### src/rtl/led_seq_ctrl.sv
// led_seq_ctrl: sequencer for the board's 4 user LEDs.
// Plays one of four animations (SHIFT, BOUNCE, COUNT, BLINK), advancing one
// step every TICK_DIV clocks. Controlled by start/stop pulses and a
// valid/ready mode-select handshake.
// Optional feature macro: LED_PWM_EN adds a 4-bit brightness input that
// dims the LEDs with a free-running 16-step PWM.
module led_seq_ctrl #(
    parameter int TICK_DIV = 25000000,
    parameter int CNT_W    = 25
) (
    input  logic       clk,
    input  logic       rst,
    input  logic       start,
    input  logic       stop,
    input  logic [1:0] mode,
    input  logic       mode_valid,
`ifdef LED_PWM_EN
    input  logic [3:0] brightness,
`endif
    output logic       mode_ready,
    output logic [3:0] led,
    output logic       busy,
    output logic       tick
);

    typedef enum logic [1:0] {
        IDLE  = 2'd0,
        LOAD  = 2'd1,
        RUN   = 2'd2,
        PAUSE = 2'd3
    } state_t;

    localparam logic [1:0] MODE_SHIFT  = 2'd0;
    localparam logic [1:0] MODE_BOUNCE = 2'd1;
    localparam logic [1:0] MODE_COUNT  = 2'd2;
    localparam logic [1:0] MODE_BLINK  = 2'd3;

    localparam logic DIR_LEFT  = 1'b0;
    localparam logic DIR_RIGHT = 1'b1;

    localparam logic [CNT_W-1:0] DIV_LAST = CNT_W'(TICK_DIV - 1);

    state_t           state;
    state_t           state_nxt;
    logic [1:0]       mode_reg;
    logic [CNT_W-1:0] div_cnt;
    logic             dir;
    logic [3:0]       pattern;
    logic [3:0]       pat_step;
    logic             dir_step;
    logic             xfer;
    logic             wrap;

    // Starting frame of each animation.
    function automatic logic [3:0] init_pattern(input logic [1:0] m);
        case (m)
            MODE_SHIFT:  init_pattern = 4'b0001;
            MODE_BOUNCE: init_pattern = 4'b0001;
            MODE_COUNT:  init_pattern = 4'b0000;
            default:     init_pattern = 4'b1111;
        endcase
    endfunction

    assign xfer = mode_valid && mode_ready;
    assign wrap = (div_cnt == DIV_LAST);

    // State register.
    // NOTE: clocked state uses non-blocking (<=) so every flop samples the
    // pre-edge values; blocking (=) is reserved for combinational blocks.
    always_ff @(posedge clk) begin
        if (rst) state <= IDLE;
        else     state <= state_nxt;
    end

    // Next-state logic; a mode transfer outranks start/stop, and stop outranks start.
    // NOTE: the default assignment at the top of each always_comb keeps every
    // path driven, so no latch is inferred.
    always_comb begin
        state_nxt = state;
        case (state)
            IDLE: begin
                if (!xfer && start) state_nxt = LOAD;
            end
            LOAD: state_nxt = RUN;
            RUN: begin
                if (xfer)      state_nxt = LOAD;
                else if (stop) state_nxt = PAUSE;
            end
            PAUSE: begin
                if (xfer)       state_nxt = LOAD;
                else if (stop)  state_nxt = IDLE;
                else if (start) state_nxt = RUN;
            end
            default: state_nxt = IDLE;
        endcase
    end

    // Moore outputs decoded straight from the state register.
    always_comb begin
        busy       = (state != IDLE);
        mode_ready = (state != LOAD);
    end

    // Compute the next animation frame (and bounce direction) from the current one.
    always_comb begin
        pat_step = pattern;
        dir_step = dir;
        case (mode_reg)
            MODE_SHIFT: pat_step = {pattern[2:0], pattern[3]};
            MODE_BOUNCE: begin
                if (dir == DIR_LEFT) begin
                    if (pattern == 4'b1000) begin
                        pat_step = 4'b0100;
                        dir_step = DIR_RIGHT;
                    end else begin
                        pat_step = pattern << 1;
                    end
                end else begin
                    if (pattern == 4'b0001) begin
                        pat_step = 4'b0010;
                        dir_step = DIR_LEFT;
                    end else begin
                        pat_step = pattern >> 1;
                    end
                end
            end
            MODE_COUNT: pat_step = pattern + 4'd1;
            default:    pat_step = ~pattern;
        endcase
    end

    // Datapath: mode capture, prescaler, pattern register and step pulse.
    always_ff @(posedge clk) begin
        if (rst) begin
            mode_reg <= MODE_SHIFT;
            div_cnt  <= '0;
            dir      <= DIR_LEFT;
            pattern  <= 4'b0000;
            tick     <= 1'b0;
        end else begin
            tick <= 1'b0;
            if (xfer) mode_reg <= mode;
            case (state)
                IDLE: pattern <= 4'b0000;
                LOAD: begin
                    pattern <= init_pattern(mode_reg);
                    div_cnt <= '0;
                    dir     <= DIR_LEFT;
                end
                RUN: begin
                    if (wrap) begin
                        div_cnt <= '0;
                        pattern <= pat_step;
                        dir     <= dir_step;
                        tick    <= 1'b1;
                    end else begin
                        div_cnt <= div_cnt + 1'b1;
                    end
                end
                PAUSE: begin
                    // Leaving for IDLE blanks the LEDs on the same edge.
                    if (state_nxt == IDLE) pattern <= 4'b0000;
                end
                default: pattern <= 4'b0000;
            endcase
        end
    end

`ifdef LED_PWM_EN
    logic [3:0] pwm_cnt;

    // Free-running PWM phase counter for brightness control.
    always_ff @(posedge clk) begin
        if (rst) pwm_cnt <= 4'd0;
        else     pwm_cnt <= pwm_cnt + 4'd1;
    end

    assign led = pattern & {4{pwm_cnt < brightness}};
`else
    assign led = pattern;
`endif

endmodule
### config.mk
export PLATFORM = sky130hd
export DESIGN_NAME = led_seq_ctrl
export DESIGN_NICKNAME = d
export VERILOG_FILES = /design/src/rtl/led_seq_ctrl.sv
export SDC_FILE = /design/constraint.sdc
export NUM_CORES = 1
export LEC_CHECK = 0
export CAP_MARGIN = 20
export CORE_MARGIN = 4
export CORE_UTILIZATION = 60
export DETAILED_ROUTE_END_ITERATION = 8
export PLACE_DENSITY = 0.86
export SLEW_MARGIN = 10
export SYNTH_ARGS = -nofsm -noshare
export SYNTH_HDL_FRONTEND = slang
export SYNTH_SLANG_ARGS = --single-unit
### constraint.sdc
create_clock -name clk -period 7.2 [get_ports clk]
set_input_delay 0.72 -clock clk [delete_from_list [all_inputs] [get_ports clk]]
set_output_delay 0.72 -clock clk [all_outputs]
set_load 0.05 [all_outputs]
# Word-level counts from Yosys, hierarchy flattened

Index checks and enable logic that the tools add are counted.

Register bits: 35
Bits in latches: 0
Memory bits (writable): 0
ROM bits: 0
Output and inout bits: 7
Logic and storage cells: 58
Memories kept: 0

Add/subtract/negate cells: 2
Multiply operators: 0
Divide/modulo/power cells: 0
Order comparisons: 0
Equal/unequal tests: 12
Shift operators: 0
Muxes and demuxes: 24
Bitwise operators: 2
Reduce and logical (&&, ||, !) cells: 12

Operators by type and width:

| operator                                                               | number |
|---|---|
| 25-bit case mux with 2 select lines                                    | 1 |
| 25-bit by 1-bit adder with 25-bit output (second input constant)       | 1 |
| 25-bit equality test (second input constant)                           | 1 |
| 25-bit 2-to-1 mux                                                      | 1 |
| 4-bit 2-to-1 mux                                                       | 4 |
| 4-bit case mux with 4 select lines                                     | 1 |
| 2-bit 2-to-1 mux                                                       | 6 |
| 4-bit case mux with 3 select lines                                     | 1 |
| 2-bit case mux with 4 select lines                                     | 1 |
| 4-bit case mux with 2 select lines                                     | 1 |
| 2-bit equality test (second input constant)                            | 3 |
| 2-bit logical NOT                                                      | 3 |
| 1-bit 2-to-1 mux                                                       | 6 |
| 2-bit != test (second input constant)                                  | 3 |
| 4-bit by 1-bit adder with 4-bit output (second input constant)         | 1 |
| 2-bit by 1-bit equality test with 1-bit output (second input constant) | 2 |
| 4-bit by 1-bit equality test with 1-bit output (second input constant) | 1 |
| 4-bit equality test (second input constant)                            | 1 |
| 4-bit NOT                                                              | 1 |
| 2-bit nonzero test                                                     | 2 |
| 2-bit OR reduction                                                     | 2 |
| 3-bit 2-to-1 mux                                                       | 1 |
| 3-bit AND reduction                                                    | 1 |
| 1-bit logical AND                                                      | 2 |
| 5 further kinds                                                        | 5 |

# Depth between registers and ports, before layout

Gate-level depths: netlist of run 1.

Depth after elaboration: 9
Mapped depth: 10
Depth with buffers taken out: 8

# Worst setup path before layout of run 1

Ideal clock, no wire load.

Kind: register to register
From: register div_cnt[15]
To: register dir
Data arrival time: 2.251 ns
Required time: 7.132 ns
Path slack: 4.882 ns
Stages on the path, launching flop included: 6
Path buffers: 0
Clock period less this slack: 2.318 ns
Cell sequence: dfxtp_1 -> or4b_1 -> or4b_1 -> or2_4 -> or4_4 -> a21oi_2

Longest elaborated chain between the ends: 3

Ends and longest elaborated chain:

| item                                 | line | RTL |
|---|---|---|
| start: declaration                   | 46   | `logic [CNT_W-1:0] div_cnt;` |
| start signal: assignment             | 157  | `div_cnt <= div_cnt + 1'b1;` |
| 25-bit equality test                 | 65   | `assign wrap = (div_cnt == DIV_LAST);` |
| 2-bit != test (no source line)       | --   |  |
| 3-bit AND reduction (no source line) | --   |  |
| end signal: assignment               | 154  | `dir <= dir_step;` |
| end: declaration                     | 47   | `logic dir;` |

No other way between the ends.
A chain may end at the register's enable or synchronous reset.

# Worst setup path in the final report of run 1

From: register state[1]
To: output mode_ready

Longest elaborated chain between the ends: 1

Ends and longest elaborated chain:

| item                                     | line | RTL |
|---|---|---|
| start: declaration                       | 43   | `state_t state;` |
| start signal: assignment                 | 72   | `else state <= state_nxt;` |
| 2-bit by 1-bit != test with 1-bit output | 101  | `mode_ready = (state != LOAD);` |
| end: declaration                         | 20   | `output logic mode_ready,` |

No other way between the ends.

==> results of run 1 <==
[cell type report]
cell class / instances / area share (%)
multi-input combinational: 194 / 55.3
clock buffer: 8 / 3.10
tap: 44 / 2.48
sequential: 35 / 31.5
inverter: 10 / 1.69
timing repair buffer: 13 / 5.86
[tightest hold or removal path, cell delays in order, from the launching register on]
cell and delay (ns):
dfxtp_1 0.33, o21ai_0 0.07, a21oi_1 0.06
[layout by cell type, fill, tap and decap left out, drive strengths merged, types with 3 or more instances in the layout]
| master | instances |
|---|---|
| o21ai | 12 |
| nor2b | 6 |
| inv | 10 |
| ha | 9 |
| xnor2 | 8 |
| dfxtp | 35 |
| clkbuf | 8 |
| a21oi | 13 |
| nand2b | 6 |
| nand3 | 10 |
| nor2 | 42 |
| and4 | 3 |
| nor3 | 4 |
| nand2 | 19 |
| mux2i | 6 |
| clkdlybuf4s50 | 13 |
| xor2 | 12 |
| nand4 | 8 |
| a32oi | 3 |
| mux2 | 3 |
[where the power goes]
part           switching (mW)  internal [mW]
sequential             0.0141          0.203
combinational           0.157         0.0848
clock                  0.0630         0.0575
[worst min-delay path by stage]
stage,from,end,depth (start not counted)
after floorplan,div_cnt[14]$_SDFFE_PP0P_,div_cnt[14]$_SDFFE_PP0P_,2
after CTS,div_cnt[14]$_SDFFE_PP0P_,div_cnt[14]$_SDFFE_PP0P_,2
after global placement,div_cnt[14]$_SDFFE_PP0P_,div_cnt[14]$_SDFFE_PP0P_,2
final,div_cnt[14]$_SDFFE_PP0P_,div_cnt[14]$_SDFFE_PP0P_,2
after global routing,div_cnt[1]$_SDFFE_PP0P_,div_cnt[1]$_SDFFE_PP0P_,2
after detailed placement,div_cnt[14]$_SDFFE_PP0P_,div_cnt[14]$_SDFFE_PP0P_,2
[layer usage]
layer,up-vias,GRT usage [%]
met1,798,26.8
met2,38,33.8
met4,0,7.25
met3,5,4.08
li1,881,-
met5,-,0
[kinds of logic (layout without fill, tap and decap cells)]
group / after synthesis / count (layout)
buffers and inverters: 21 / 31
and+or+nand+nor: 114 / 114
DFF: 35 / 35
xor gates and xnor gates: 20 / 20
AOI/OAI and AO/OA: 42 / 42
adders and majority gates: 9 / 9
muxes: 9 / 9
[stage by stage]
| step | hold WS (ns) | total power [mW] | utilization, % |
|---|---|---|---|
| finish | 0.488 | 0.579 | 71.0 |
| global route | 0.526 | 0.618 | 71.0 |
| CTS | 0.493 | 0.580 | 71.0 |
| detailed placement | 0.477 | 0.459 | 68.8 |
| global placement | 0.474 | 0.455 | 68.8 |
| floorplan | 0.454 | 0.407 | - |
==> results.md, run 1 <==
* Status: finished, final reports clean
* DR DRC count at 0
* Clock latency at the later pin of the worst-skew pair at 0.33 ns
* Die Height at 65.9 um
* Clk Tree Root Cell: clkbuf_4
* DR WL met2 at 1.84 mm
* Crit path to: mode_ready
* Crit-path max cell delay at 0.79 ns
* WL/cell at 13.2 um
* Most area-hungry cell type in the Yosys netlist: dfxtp_1
* Final Setup Violations at 0
* Worst path depth at 4
* Clock Tree Buf Depth at 2
* Row cnt at 20
* First-pass GRT wire length at 6.99 mm
* Cell count after synthesis at 250
* Antenna viol nets, final at 0
* FF/Latch Area at 701 um^2
* Initial Utilization at 64.3%
* DRT iter0 DRCs at 145
* CP Buf/Inv Count at 3
* Slew @ Worst Pin at 0.630 ns
* CP Cell Sequence: inv_1 > ha_1 > inv_1 > clkdlybuf4s50_1
* Largest family of logic cells by synthesized area: simple AND/OR/NAND/NOR gates
* Rel. slew slack at 58.0%
* Async S/R FF share, synth at 0%
* R2R Path End: div_cnt[7]$_SDFFE_PP0P_
* Post-CTS setup buffer count at 0
* F_max at 359 MHz
* Dpl cell area at 0.00215 mm^2
* Cell variety after synth at 45
* Worst setup SP type: flip-flop
* Max VDD drop at 0.138 mV
* Num CTS Buffers at 5
* Worst min-delay path class: flip-flop to flip-flop
* Pin count of the biggest net entering global routing at 21
* Post-Place Worst Slack at 4.46 ns
* Period utilization at 38.7%
* Fraction of layout cells with a size suffix above 1 at 6.54%
* Port buffer count at 13
* Setup TNS at 0 ns
* Multi-input logic area at 0.00123 mm^2
* Die X at 65.9 um
* MaxCap Viol Count at 0
* Max FFs per register at 25
* Worst reg2reg startpoint: div_cnt[15]$_SDFFE_PP0P_
* CP max-delay cell: clkdlybuf4s50_1
* CORE AREA at 0.00313 mm^2
* Final Hold Viols at 0
* Synth Net Count at 266
* DR top layer: met4
* Most used flip-flop cell after synthesis: dfxtp_1
* Number of synthesized register bits at 35
* Final std cells w/o fill at 304
* Post-Synth XOR/XNOR Area at 8.71%
* Final HPWL DP at 2.72 mm
* Synth Area in Compound Gates at 13.1%
* Post-synthesis mux area share at 4.66%
* Area growth syn-to-layout at 10.4%
* Via count at 1722
* WL met3 at 170 um
* Vias per inst at 5.66
* Reg-to-reg slack, setup at 4.43 ns
* Wl on met1 at 1.96 mm
* CP required at 6.48 ns
* Die area at 0.00434 mm^2
* Crit. End Element: output port
* N_diodes at 0
* Seq/Total Area, Yosys at 34.8%
* P_leak at 0.749 nW
* Cell Pwr Density at 261 mW/mm^2
* Reg2Reg Depth at 5
* Post-synth EDFFs at 0
* CTS sink cnt at 35
* Most numerous cell in the Yosys netlist: nor2_1
* CTS tree: yes
* Hold buffer count at cts at 0
* Yosys warnings at 0
* Max FO, Critical Path at 8
* DR pass1 iterations at 4
* CP dominant cell by count: inv_1
* RSZ-0062 raised after global routing: no
* Kind of critical path: flip-flop to output port
* Mean post-synth cell area at 8.05 um^2
* Total Wirelength at 4.02 mm
* Mapped Area at 0.00201 mm^2
* Family with the most delay on the worst path: buffers and inverters
* Global route overflow at 0
* Initial antenna violation count at 0
* Layout Nets at 275
* Critical path data arrival time at 2.07 ns
* Post-Synth Adder-Cell Area at 5.60%
* Design area at 0.00222 mm^2
* Minimum clock period at 2.79 ns
* Synth area leaders: dfxtp_1, nor2_1, ha_1
* Area fraction in and, or, nand and nor cells after synthesis at 29.0%
* Clock slew at reported path FFs at 0.11 ns
* Max Transition Viols Final at 0
* Final setup margin at 4.41 ns
* I/O pins at 14
* Area share of the largest cell type after synthesis at 34.8%
* GRT Resource Usage Total at 20.6%
* RePlAce Congestion at 0.872
* Post-CTS Resized at 0
* Fillers at 253
* Crit path launch: state[1]$_SDFF_PP0_
* H-tree lvl count at 2
* Skew final at 0.00892 ns
* Most flop-heavy register: div_cnt
* Most frequent cells after synthesis: nor2_1, dfxtp_1, nand2_1, a21oi_1, xor2_1
* Vias in the first global route at 1575
* Dpl cells at 296
(Power assumes the default switching activity.)
==> run 2: changes to the inputs <==
- CORE_UTILIZATION: 60 -> 58
- PLACE_DENSITY: 0.86 -> 0.84
- clock period: 7.2 -> 2.6 ns (I/O delays scaled with it)
==> run 2 against run 1 <==
Clock skew increased by 0.0071 ns. Global-route usage is 1.6 points higher. Setup slack lost 4.2 ns. Worst hold slack gained 0.011 ns. Clock power is 150% higher. Critical path type is now flip-flop to flip-flop.
==> results.md, run 2 (same netlist as run 1, synthesis figures left out) <==
* Max VDD drop at 0.337 mV
* R2R Path End: dir$_SDFFE_PP0P_
* Worst setup SP type: flip-flop
* Fraction of layout cells with a size suffix above 1 at 9.36%
* I/O pins at 14
* Max FO, Critical Path at 6
* Design area at 0.00227 mm^2
* Skew final at 0.0160 ns
* Die Height at 66.9 um
* Final Setup Violations at 0
* Most flop-heavy register: div_cnt
* Hold buffer count at cts at 0
* H-tree lvl count at 2
* P_leak at 0.784 nW
* RePlAce Congestion at 0.945
* Clock latency at the later pin of the worst-skew pair at 0.34 ns
* Clock slew at reported path FFs at 0.11 ns
* Kind of critical path: flip-flop to flip-flop
* Die X at 66.9 um
* CORE AREA at 0.00334 mm^2
* Slew @ Worst Pin at 0.505 ns
* Clock Tree Buf Depth at 2
* Minimum clock period at 2.39 ns
* Die area at 0.00447 mm^2
* Total Power at 1.63 mW
* DRT iter0 DRCs at 152
* Critical path data arrival time at 2.68 ns
* Row cnt at 21
* Via count at 1737
* Num CTS Buffers at 5
* Initial Utilization at 60.3%
* Max Transition Viols Final at 0
* Layout Nets at 283
* RSZ-0062 raised after global routing: no
* Status: finished, final reports clean
* GRT Resource Usage Total at 22.3%
* Final Hold Viols at 0
* Worst min-delay path class: flip-flop to flip-flop
* MaxCap Viol Count at 0
* Dpl cell area at 0.00222 mm^2
* Cell Pwr Density at 716 mW/mm^2
* Initial antenna violation count at 0
* Worst Hold Depth at 2
* Global route overflow at 0
* First-pass GRT wire length at 7.53 mm
* Pin count of the biggest net entering global routing at 21
* F_max at 418 MHz
* Max FFs per register at 25
* Hold Path End: div_cnt[1]$_SDFFE_PP0P_
* Vias in the first global route at 1657
* CTS sink cnt at 35
* Area growth syn-to-layout at 12.9%
* Setup TNS at 0 ns
* Final HPWL DP at 3.15 mm
* Reg-to-reg slack, setup at 0.21 ns
* DR pass1 iterations at 4
* Hold WS at 0.499 ns
* Post-CTS setup buffer count at 0
* Port buffer count at 13
* Period utilization at 92.0%
* Antenna viol nets, final at 0
* N_diodes at 0
* CTS tree: yes
* WL/cell at 13.6 um
* Post-CTS Resized at 0
* HP Start: div_cnt[1]$_SDFFE_PP0P_
* Rel. slew slack at 66.2%
* DR DRC count at 0
* CP required at 2.88 ns
* Worst reg2reg startpoint: div_cnt[15]$_SDFFE_PP0P_
* Reg2Reg Depth at 5
* Most frequent cells in the layout: nor2_1, dfxtp_1, nand2_1
* Crit. End Element: flip-flop
* Total Wirelength at 4.26 mm
* Vias per inst at 5.55
* Clk Tree Root Cell: clkbuf_4
* Commonest non-fill, non-tap cell in the layout: nor2_1
[run 2: cell types whose count changed in the layout (fill, tap and decap cells not counted), sizes merged]
| cell | before | now |
|---|---|---|
| buf | 0 | 8 |
| clkbuf | 8 | 6 |
| clkinv | 0 | 1 |
[run 2: how the worst max path moves through the flow]
stage	startpoint	to	cells past startpoint
2_1_floorplan	div_cnt[15]$_SDFFE_PP0P_	dir$_SDFFE_PP0P_	5
6_report	div_cnt[15]$_SDFFE_PP0P_	dir$_SDFFE_PP0P_	5
3_5_place_dp	div_cnt[15]$_SDFFE_PP0P_	dir$_SDFFE_PP0P_	5
3_3_place_gp	div_cnt[15]$_SDFFE_PP0P_	dir$_SDFFE_PP0P_	5
5_1_grt	state[1]$_SDFF_PP0_	div_cnt[22]$_SDFFE_PP0P_	8
4_1_cts	div_cnt[15]$_SDFFE_PP0P_	dir$_SDFFE_PP0P_	5
[run 2: final cells by class]
cell class / count / area (um^2)
Inverter: 10 / 37.5
Timing Repair Buffer: 21 / 190
Clock inverter: 1 / 5.00
Sequential cell: 35 / 701
Tap cell: 46 / 57.6
Clock buffer: 6 / 51.3
Multi-Input combinational cell: 194 / 1230
Fill cell: 286 / 1060
[run 2: layer usage]
| layer | track usage (%) | part of all wire, % |
|---|---|---|
| met1 | 26.6 | 44 |
| met2 | 38.1 | 50 |
| met3 | 5.23 | 3.8 |
| met4 | 8.86 | 1.8 |
| met5 | 0 | 0 |
[run 2: metrics by stage]
step	worst slack [ns]	instances	utilization, %
after floorplan	0.282	250	-
final	0.208	313	68.1
after CTS	0.200	313	68.1
after global routing	0.00490	313	68.1
after detailed placement	0.206	306	66.4
after global placement	0.256	306	66.4
[run 2: where the power goes]
part,internal [mW],switching (mW)
sequential,0.561,0.0406
combinational,0.280,0.451
clock,0.125,0.169
[run 2: critical path, stage by stage, from the launching register on]
cell and delay (ns):
dfxtp_1 0.37, or4b_1 0.50, or4b_1 0.54, or2_4 0.26, or4_4 0.53, a21oi_2 0.15
